==> config.mk <==
export PLATFORM = sky130hd
export DESIGN_NAME = yutorina_instruction_fetch
export DESIGN_NICKNAME = d
export VERILOG_FILES = /design/src/rtl/yutorina_instruction_fetch.sv
export SDC_FILE = /design/constraint.sdc
export NUM_CORES = 1
export LEC_CHECK = 0
export ABC_AREA = 0
export CORE_ASPECT_RATIO = 1.75
export CORE_MARGIN = 8
export CORE_UTILIZATION = 40
export CTS_BUF_LIST = sky130_fd_sc_hd__clkbuf_8
export CTS_CLUSTER_DIAMETER = 60
export DETAILED_ROUTE_END_ITERATION = 8
export GPL_TIMING_DRIVEN = 0
export PLACE_DENSITY = 0.7
export SYNTH_ARGS = -nofsm -noshare
export SYNTH_HDL_FRONTEND = slang
export SYNTH_SLANG_ARGS = --single-unit
==> constraint.sdc <==
create_clock -name clk -period 3.2 [get_ports clk]
set_clock_uncertainty 0.15 [all_clocks]
set_input_delay 0.96 -clock clk [delete_from_list [all_inputs] [get_ports clk]]
set_output_delay 0.96 -clock clk [all_outputs]
set_load 0.02 [all_outputs]
==> src/rtl/yutorina_instruction_fetch.sv <==
// ---------------------------------------------------------------------------
// yutorina_instruction_fetch
//   Instruction fetch stage of the Yutorina pipeline. Owns the PC, issues one
//   outstanding word read at a time to instruction memory (active-low
//   request/ready handshake), and presents each fetched word with its PC in
//   the IF/ID register for yutorina_instruction_decoder. Handles decoder
//   stall through a one-entry skid buffer, and branch redirect through a
//   flush. A read that is already in flight is never cancelled. Its data is
//   discarded on arrival instead.
//
// Ports
//   clk            pipeline clock, rising edge
//   reset_         asynchronous active-low reset
//   stall_         active-low: decoder does not accept if_* this cycle
//   redirect_      active-low branch/jump redirect (flushes the stage)
//   redirect_pc    redirect target, bits [1:0] ignored
//   imem_request_  active-low read request
//   imem_address   word-aligned byte address of the request
//   imem_ready_    active-low: imem_read_data valid this cycle
//   imem_read_data instruction word
//   if_valid_      active-low: if_instruction / if_pc hold a live instruction
//   if_instruction fetched instruction
//   if_pc          byte address of if_instruction
// ---------------------------------------------------------------------------
module yutorina_instruction_fetch #(
  parameter logic [31:0] RESET_VECTOR = 32'h0000_0000
) (
  input  logic        clk,
  input  logic        reset_,
  input  logic        stall_,
  input  logic        redirect_,
  input  logic [31:0] redirect_pc,
  output logic        imem_request_,
  output logic [31:0] imem_address,
  input  logic        imem_ready_,
  input  logic [31:0] imem_read_data,
  output logic        if_valid_,
  output logic [31:0] if_instruction,
  output logic [31:0] if_pc
);

  // FETCH   : request live, its data goes to IF/ID or the skid buffer.
  // BUFFERED: skid buffer full, request idle until the decoder drains IF/ID.
  // DISCARD : request live, but its data belongs to a flushed path.
  typedef enum logic [1:0] {
    S_IDLE     = 2'd0,
    S_FETCH    = 2'd1,
    S_BUFFERED = 2'd2,
    S_DISCARD  = 2'd3
  } state_t;

  state_t      r_state;
  logic [31:0] r_pc;          // address in flight, or next to request
  logic [31:0] r_buf_instr;   // skid entry
  logic [31:0] r_buf_pc;
  logic [31:0] r_pending_pc;  // redirect target parked while DISCARD drains
  logic        r_if_valid_;
  logic [31:0] r_if_instr;
  logic [31:0] r_if_pc;

  logic        w_redir;
  logic        w_rdata;
  logic        w_accept;
  logic [31:0] w_redirect_pc;
  logic [31:0] w_pc_next;

  assign w_redir       = ~redirect_;
  assign w_rdata       = ~imem_ready_;
  // IF/ID can take a new word when empty or when the decoder takes the
  // current one at this edge.
  assign w_accept      = r_if_valid_ | stall_;
  assign w_redirect_pc = redirect_pc & ~32'h0000_0003;
  assign w_pc_next     = r_pc + 32'd4;   // wraps modulo 2^32

  always_ff @(posedge clk or negedge reset_) begin
    if (!reset_) begin
      r_state      <= S_IDLE;
      r_pc         <= RESET_VECTOR;
      r_buf_instr  <= '0;
      r_buf_pc     <= '0;
      r_pending_pc <= '0;
      r_if_valid_  <= 1'b1;
      r_if_instr   <= '0;
      r_if_pc      <= '0;
    end else begin
      // Decoder consumes a live word; a load below overrides this.
      if (!r_if_valid_ && stall_) r_if_valid_ <= 1'b1;
      // A redirect kills whatever sits in IF/ID, stalled or not.
      if (w_redir) r_if_valid_ <= 1'b1;

      case (r_state)
        S_IDLE: begin
          if (w_redir) r_pc <= w_redirect_pc;
          r_state <= S_FETCH;
        end

        S_FETCH: begin
          if (w_rdata) begin
            if (w_redir) begin
              // Returned word is on the wrong path: drop it and re-aim.
              r_pc <= w_redirect_pc;
            end else if (w_accept) begin
              r_if_instr  <= imem_read_data;
              r_if_pc     <= r_pc;
              r_if_valid_ <= 1'b0;
              r_pc        <= w_pc_next;
            end else begin
              // Decoder is stalled on a live word: park this one.
              r_buf_instr <= imem_read_data;
              r_buf_pc    <= r_pc;
              r_pc        <= w_pc_next;
              r_state     <= S_BUFFERED;
            end
          end else if (w_redir) begin
            // Cannot re-address a live request; let it finish and drop it.
            r_pending_pc <= w_redirect_pc;
            r_state      <= S_DISCARD;
          end
        end

        S_BUFFERED: begin
          if (w_redir) begin
            r_pc    <= w_redirect_pc;
            r_state <= S_FETCH;
          end else if (stall_) begin
            r_if_instr  <= r_buf_instr;
            r_if_pc     <= r_buf_pc;
            r_if_valid_ <= 1'b0;
            r_state     <= S_FETCH;
          end
        end

        S_DISCARD: begin
          if (w_rdata) begin
            // A redirect arriving with the data is the newest target.
            r_pc    <= w_redir ? w_redirect_pc : r_pending_pc;
            r_state <= S_FETCH;
          end else if (w_redir) begin
            r_pending_pc <= w_redirect_pc;
          end
        end

        default: r_state <= S_IDLE;
      endcase
    end
  end

  // Request is decoded from registered state only, so it has no
  // combinational dependence on stall_ or redirect_.
  assign imem_request_  = ~((r_state == S_FETCH) || (r_state == S_DISCARD));
  assign imem_address   = r_pc;
  assign if_valid_      = r_if_valid_;
  assign if_instruction = r_if_instr;
  assign if_pc          = r_if_pc;

endmodule
Word level (Yosys, flattened, before mapping):

Index checks and enable logic that the tools add are counted.

* register bits after elaboration: 195

* add/subtract/negate cells: 1
* eq/ne operators: 14
* muxes and demuxes: 34
* bitwise gates (word level): 4
* reduce and logical (&&, ||, !) cells: 12

Operator list (count)
* 32-bit two-way mux: 15
* 32-bit case mux with 2 select lines: 2
* 32-bit case mux with 3 select lines: 1
* 32-bit by 3-bit adder with 32-bit output, second input constant: 1
* 2-bit two-way mux: 7
* 2-bit inequality test, second input constant: 7
* 3-bit inequality test, second input constant: 4
* 2-bit case mux with 4 select lines: 1
* 1-bit two-way mux: 7
* 6-bit AND reduction: 1
* 5-bit AND reduction: 1
* 2-bit == test, second input constant: 2
* 4-bit AND reduction: 1
* 2-bit OR reduction: 2
* 1-bit NOT: 3
* 3-bit AND reduction: 1
* 2-bit by 1-bit == test with 1-bit output, second input constant: 1
* 2-bit logical NOT: 1
* 1-bit case mux with 2 select lines: 1
* 2-bit AND reduction: 1
* 2-bit nonzero test: 1
* 1-bit logical AND: 1
* 1-bit logical NOT: 1
* 1-bit logical OR: 1
* 1-bit bitwise OR: 1

Logic depth before layout (Yosys ltp):

Gate-level depths: netlist (run 1).

* word-level depth: 8
* mapped depth: 9
* gate-level depth less buffers: 7

Worst setup path before layout (run 1):

No wires, ideal clock.

* kind: input to register
* from: input redirect_
* to: register r_pc[23], in the netlist imem_address[23]
* setup time: 119 ps
* arrival time: 2449 ps
* slack: 483 ps
* cell stages on the path: 7
* path through: clkbuf_1 -> buf_2 -> clkbuf_1 -> mux2_2 -> a221oi_1 -> a21oi_1 -> o21a_1

* cells in the longest elaborated chain, start to end: 3

RTL lines
* start, declared: RTL line 31 `input logic redirect_,`
* 32-bit two-way mux, on equally long branches
* 32-bit two-way mux, on equally long branches: RTL line 134, 98
* 32-bit case mux with 3 select lines: RTL line 91 `case (r_state)`
* end signal, assigned: RTL line 93 `if (w_redir) r_pc <= w_redirect_pc;`
* end signal, assigned: RTL line 101 `r_pc <= w_redirect_pc;`
* end signal, assigned: RTL line 136 `r_pc <= w_redir ? w_redirect_pc : r_pending_pc;`
* end, declared: RTL line 53 `logic [31:0] r_pc;`

Parallel ways exist; a longest one is shown, timed or not. The select of a mux whose other input is x is not followed.
A chain may end at the register's enable or synchronous reset.

Worst setup path after layout (run 1):

* from: register r_state[1]
* to: output imem_request_

* cells in the longest elaborated chain, start to end: 3

RTL lines
* start, declared: RTL line 52 `state_t r_state;`
* start signal, assigned: RTL line 77 `r_state <= S_IDLE;`
* start signal, assigned: RTL line 94 `r_state <= S_FETCH;`
* start signal, assigned: RTL line 112 `r_state <= S_BUFFERED;`
* 2-bit by 1-bit == test with 1-bit output or 2-bit == test (tied branches): RTL line 150 `assign imem_request_ = ~((r_state == S_FETCH) || (r_state == S_DISCARD));`
* 1-bit logical OR *: RTL line 150
* 1-bit NOT *: RTL line 150
* end, declared: RTL line 33 `output logic imem_request_,`

Every way passes the cells marked *; elsewhere a longest branch is shown, timed or not.

==> results of run 1 <==
## final cells by class
cell class	instances	area, sq um	share of cell area, %
sequential	195	4880	40.6
multi-input combinational	610	4350	36.1
timing repair buffer	166	1680	13.9
tap	308	385	3.20
clock buffer	20	275	2.29
buffer	65	259	2.15
clock inverter	12	154	1.28
inverter	14	52.6	0.437
## placed cells by master (no fill, tap or decap), drive strengths merged, types with 6 or more instances in the layout
cell           count
buf               29
a22o               6
a21oi             32
a221o             11
and3               6
mux2i             69
mux2             106
dfrtp            194
inv               15
clkdlybuf4s50    161
nor3              10
nor2              30
nand2            110
a221oi            13
a22oi             16
nand4             13
o21ai             93
nand2b             6
nor4               6
nand3             16
clkbuf            60
## per-layer routing
metal | GRT usage [%] | vias up | share of wire [%]
li1 | - | 3581 | -
met1 | 20.0 | 3675 | 36
met2 | 36.4 | 270 | 54
met3 | 3.75 | 79 | 4.3
met4 | 13.0 | 0 | 5.3
met5 | 0 | - | 0
## where the power goes
group / switching [mW] / internal [mW]
clock: 0.892 / 0.835
sequential: 0.840 / 3.56
combinational: 3.15 / 2.57
total: 4.88 / 6.96
## metrics by stage
step | setup WS, ns | std cells
finish | 0.118 | 1390
global route | 0.00423 | 1390
CTS | 0.0224 | 1389
detailed placement | -0.508 | 1357
global placement | -7.28 | 1356
floorplan | 0.483 | 885
## flip-flops by register name, summed over array words and instances, names as in the netlist
register	count
imem_address	32
r_buf_pc	32
r_buf_instr	32
r_pending_pc	32
if_instruction	32
r_state	2
if_valid_	1
if_pc	32
## cell families after synthesis
logic type	Yosys count	synth area share, %
compound gates	209	13.9
xor+xnor	10	0.919
fa+ha+maj	5	0.656
buf+inv	80	3.23
flops	195	51.2
mux	175	19.8
simple gates	211	10.3
## worst max-delay path, stage by stage (launching register included)
cell and delay, ns:
dfrtp_1 0.40, inv_1 0.08, ha_1 0.24, clkbuf_2 0.22, nor2_1 0.18, dlygate4sd2_1 0.36
## what timing repair did
item | in CTS | in global routing
gates cloned | 0 | 0
setup buffers | 0 | 2
pin swaps | 0 | 1
resized for setup | 2 | 10
setup endpoints to repair | 1 | 39
endpoints found under the hold margin | 0 | 0
## final timing paths
check / startpoint / endpoint / slack [ns]
max: r_state[1] / imem_request_ / 0.12
min: reset_ / imem_address[0] / 0.28
max reg2reg: r_state[0] / r_pending_pc[6] / 0.13
min reg2reg: if_instruction[22] / if_instruction[22] / 0.33
max in group asynchronous: reset_ / r_buf_instr[8] / 1.61
min in group clk: if_instruction[22] / if_instruction[22] / 0.33
==> flow_metrics.py, run 1 <==
metrics = {
    "run_status": {
        "status": "finished, final reports clean",
    },
    "synth": {
        "synthTopCellsByCount": "dfrtp_1, nand2_1, mux2_2",
        "synth_top_area_cell": "dfrtp_1",
        "syn-num-nets": 959,
        "synth_top_area_share_pct": 50.9,
        "synth.avg_cell_area_sq_um": 10.8,
        "synth.most_common_cell": "dfrtp_1",
        "synth_warnings": 0,
        "ys_ff_latch": 195,
        "synthesis.area_sq_um": 9530,
        "synthArstFlopShare_pct": 100,
        "synthTopCellsByArea": "dfrtp_1, mux2_2, mux2i_1, o21ai_0, nand2_1",
        "ys_types": 57,
        "synthCells": 885,
        "ys.flop_type": "dfrtp_1",
        "synth_edf_count": 0,
        "synth-seq-area-share_pct": 51.2,
    },
    "clock_network": {
        "cts_tree": "yes",
        "cts_root_buffer": "clkbuf_8",
        "clockBufferDepth": 2,
        "clock_latency_ns": 0.50,
        "path_clk_slew_ns": 0.10,
        "cts_buffers": 17,
        "ctsHtreeMaxLevel": 4,
        "holdBufCountCts": 0,
        "cts_num_sinks": 195,
    },
    "pwr": {
        "p_leak_nw": 5.01,
        "power.total_mw": 11.8,
        "max-vdd-ir-drop_mv": 0.415,
        "power.density_nw_per_um2": 985,
    },
    "route": {
        "wl_per_cell_um": 20.5,
        "vias": 7605,
        "viasPerCell": 5.47,
        "drc": 0,
        "wirelength_um": 28600,
        "drtAntennaViolNets": 0,
        "drt_iter0_drc": 477,
        "drtPass1Iterations": 5,
    },
    "sta": {
        "tns_ns": 0,
        "rsz0062_at_grt": "no",
        "period_minus_slack_ns": 3.08,
        "setup_violations": 0,
        "slew_headroom_pct": 45.2,
        "period_share_pct": 96.3,
        "hold_ws_ns": 0.279,
        "slew_viol_final": 0,
        "hold_viol_final": 0,
        "tightest_slew_ns": 0.822,
        "clock.fmax_mhz": 325,
    },
    "floorplanning": {
        "die_w_um": 133,
        "coreArea_sq_um": 23700,
        "die_area_sq_um": 29200,
        "io_pins": 167,
        "num_rows": 75,
        "start_util_pct": 40.2,
        "die_h_um": 220,
    },
    "setup_path": {
        "worstRegToRegCells": 6,
        "crit_fanout": 10,
        "critPathKind": "reg -> out",
        "required_ns": 2.09,
        "cp.arrival_ns": 1.97,
        "start_kind": "flop",
        "endpoint_kind": "output pin",
    },
    "cells_and_area": {
        "final_nets": 1143,
        "final_area_sq_um": 12000,
        "diodes": 0,
        "drive_gt1_share_pct": 15.1,
        "final_util_pct": 50.7,
        "area_delta_synth_final_pct": 26.2,
        "fillers": 2198,
    },
    "job": {
        "max-cap-violations": 0,
    },
    "place": {
        "dp_hpwl_um": 21900,
        "dpl-instance-area_sq_um": 11600,
        "io_buffer_count": 163,
        "gp_congestion": 0.970,
    },
    "global_routing": {
        "grt_remaining_overflow": 0,
        "grt_use_total_pct": 19.8,
        "grt_pass1_wl_um": 44700,
        "grt_max_degree": 117,
        "grt_antenna_before_repair": 0,
        "grt_pass1_vias": 7947,
    },
    "hold_path": {
        "hold_class": "in -> async",
    },
}
No activity file was read; power rests on OpenSTA's default activity.
==> run 2: changes to the inputs <==
--- a/config.mk
+++ b/config.mk
@@ -11,6 +11,7 @@
 export CORE_UTILIZATION = 40
 export CTS_BUF_LIST = sky130_fd_sc_hd__clkbuf_8
 export CTS_CLUSTER_DIAMETER = 60
+export CTS_CLUSTER_SIZE = 12
 export DETAILED_ROUTE_END_ITERATION = 8
 export GPL_TIMING_DRIVEN = 0
 export PLACE_DENSITY = 0.7
==> results of run 2 <==
The final DEF is identical to that of run 1; final timing and power are the same.
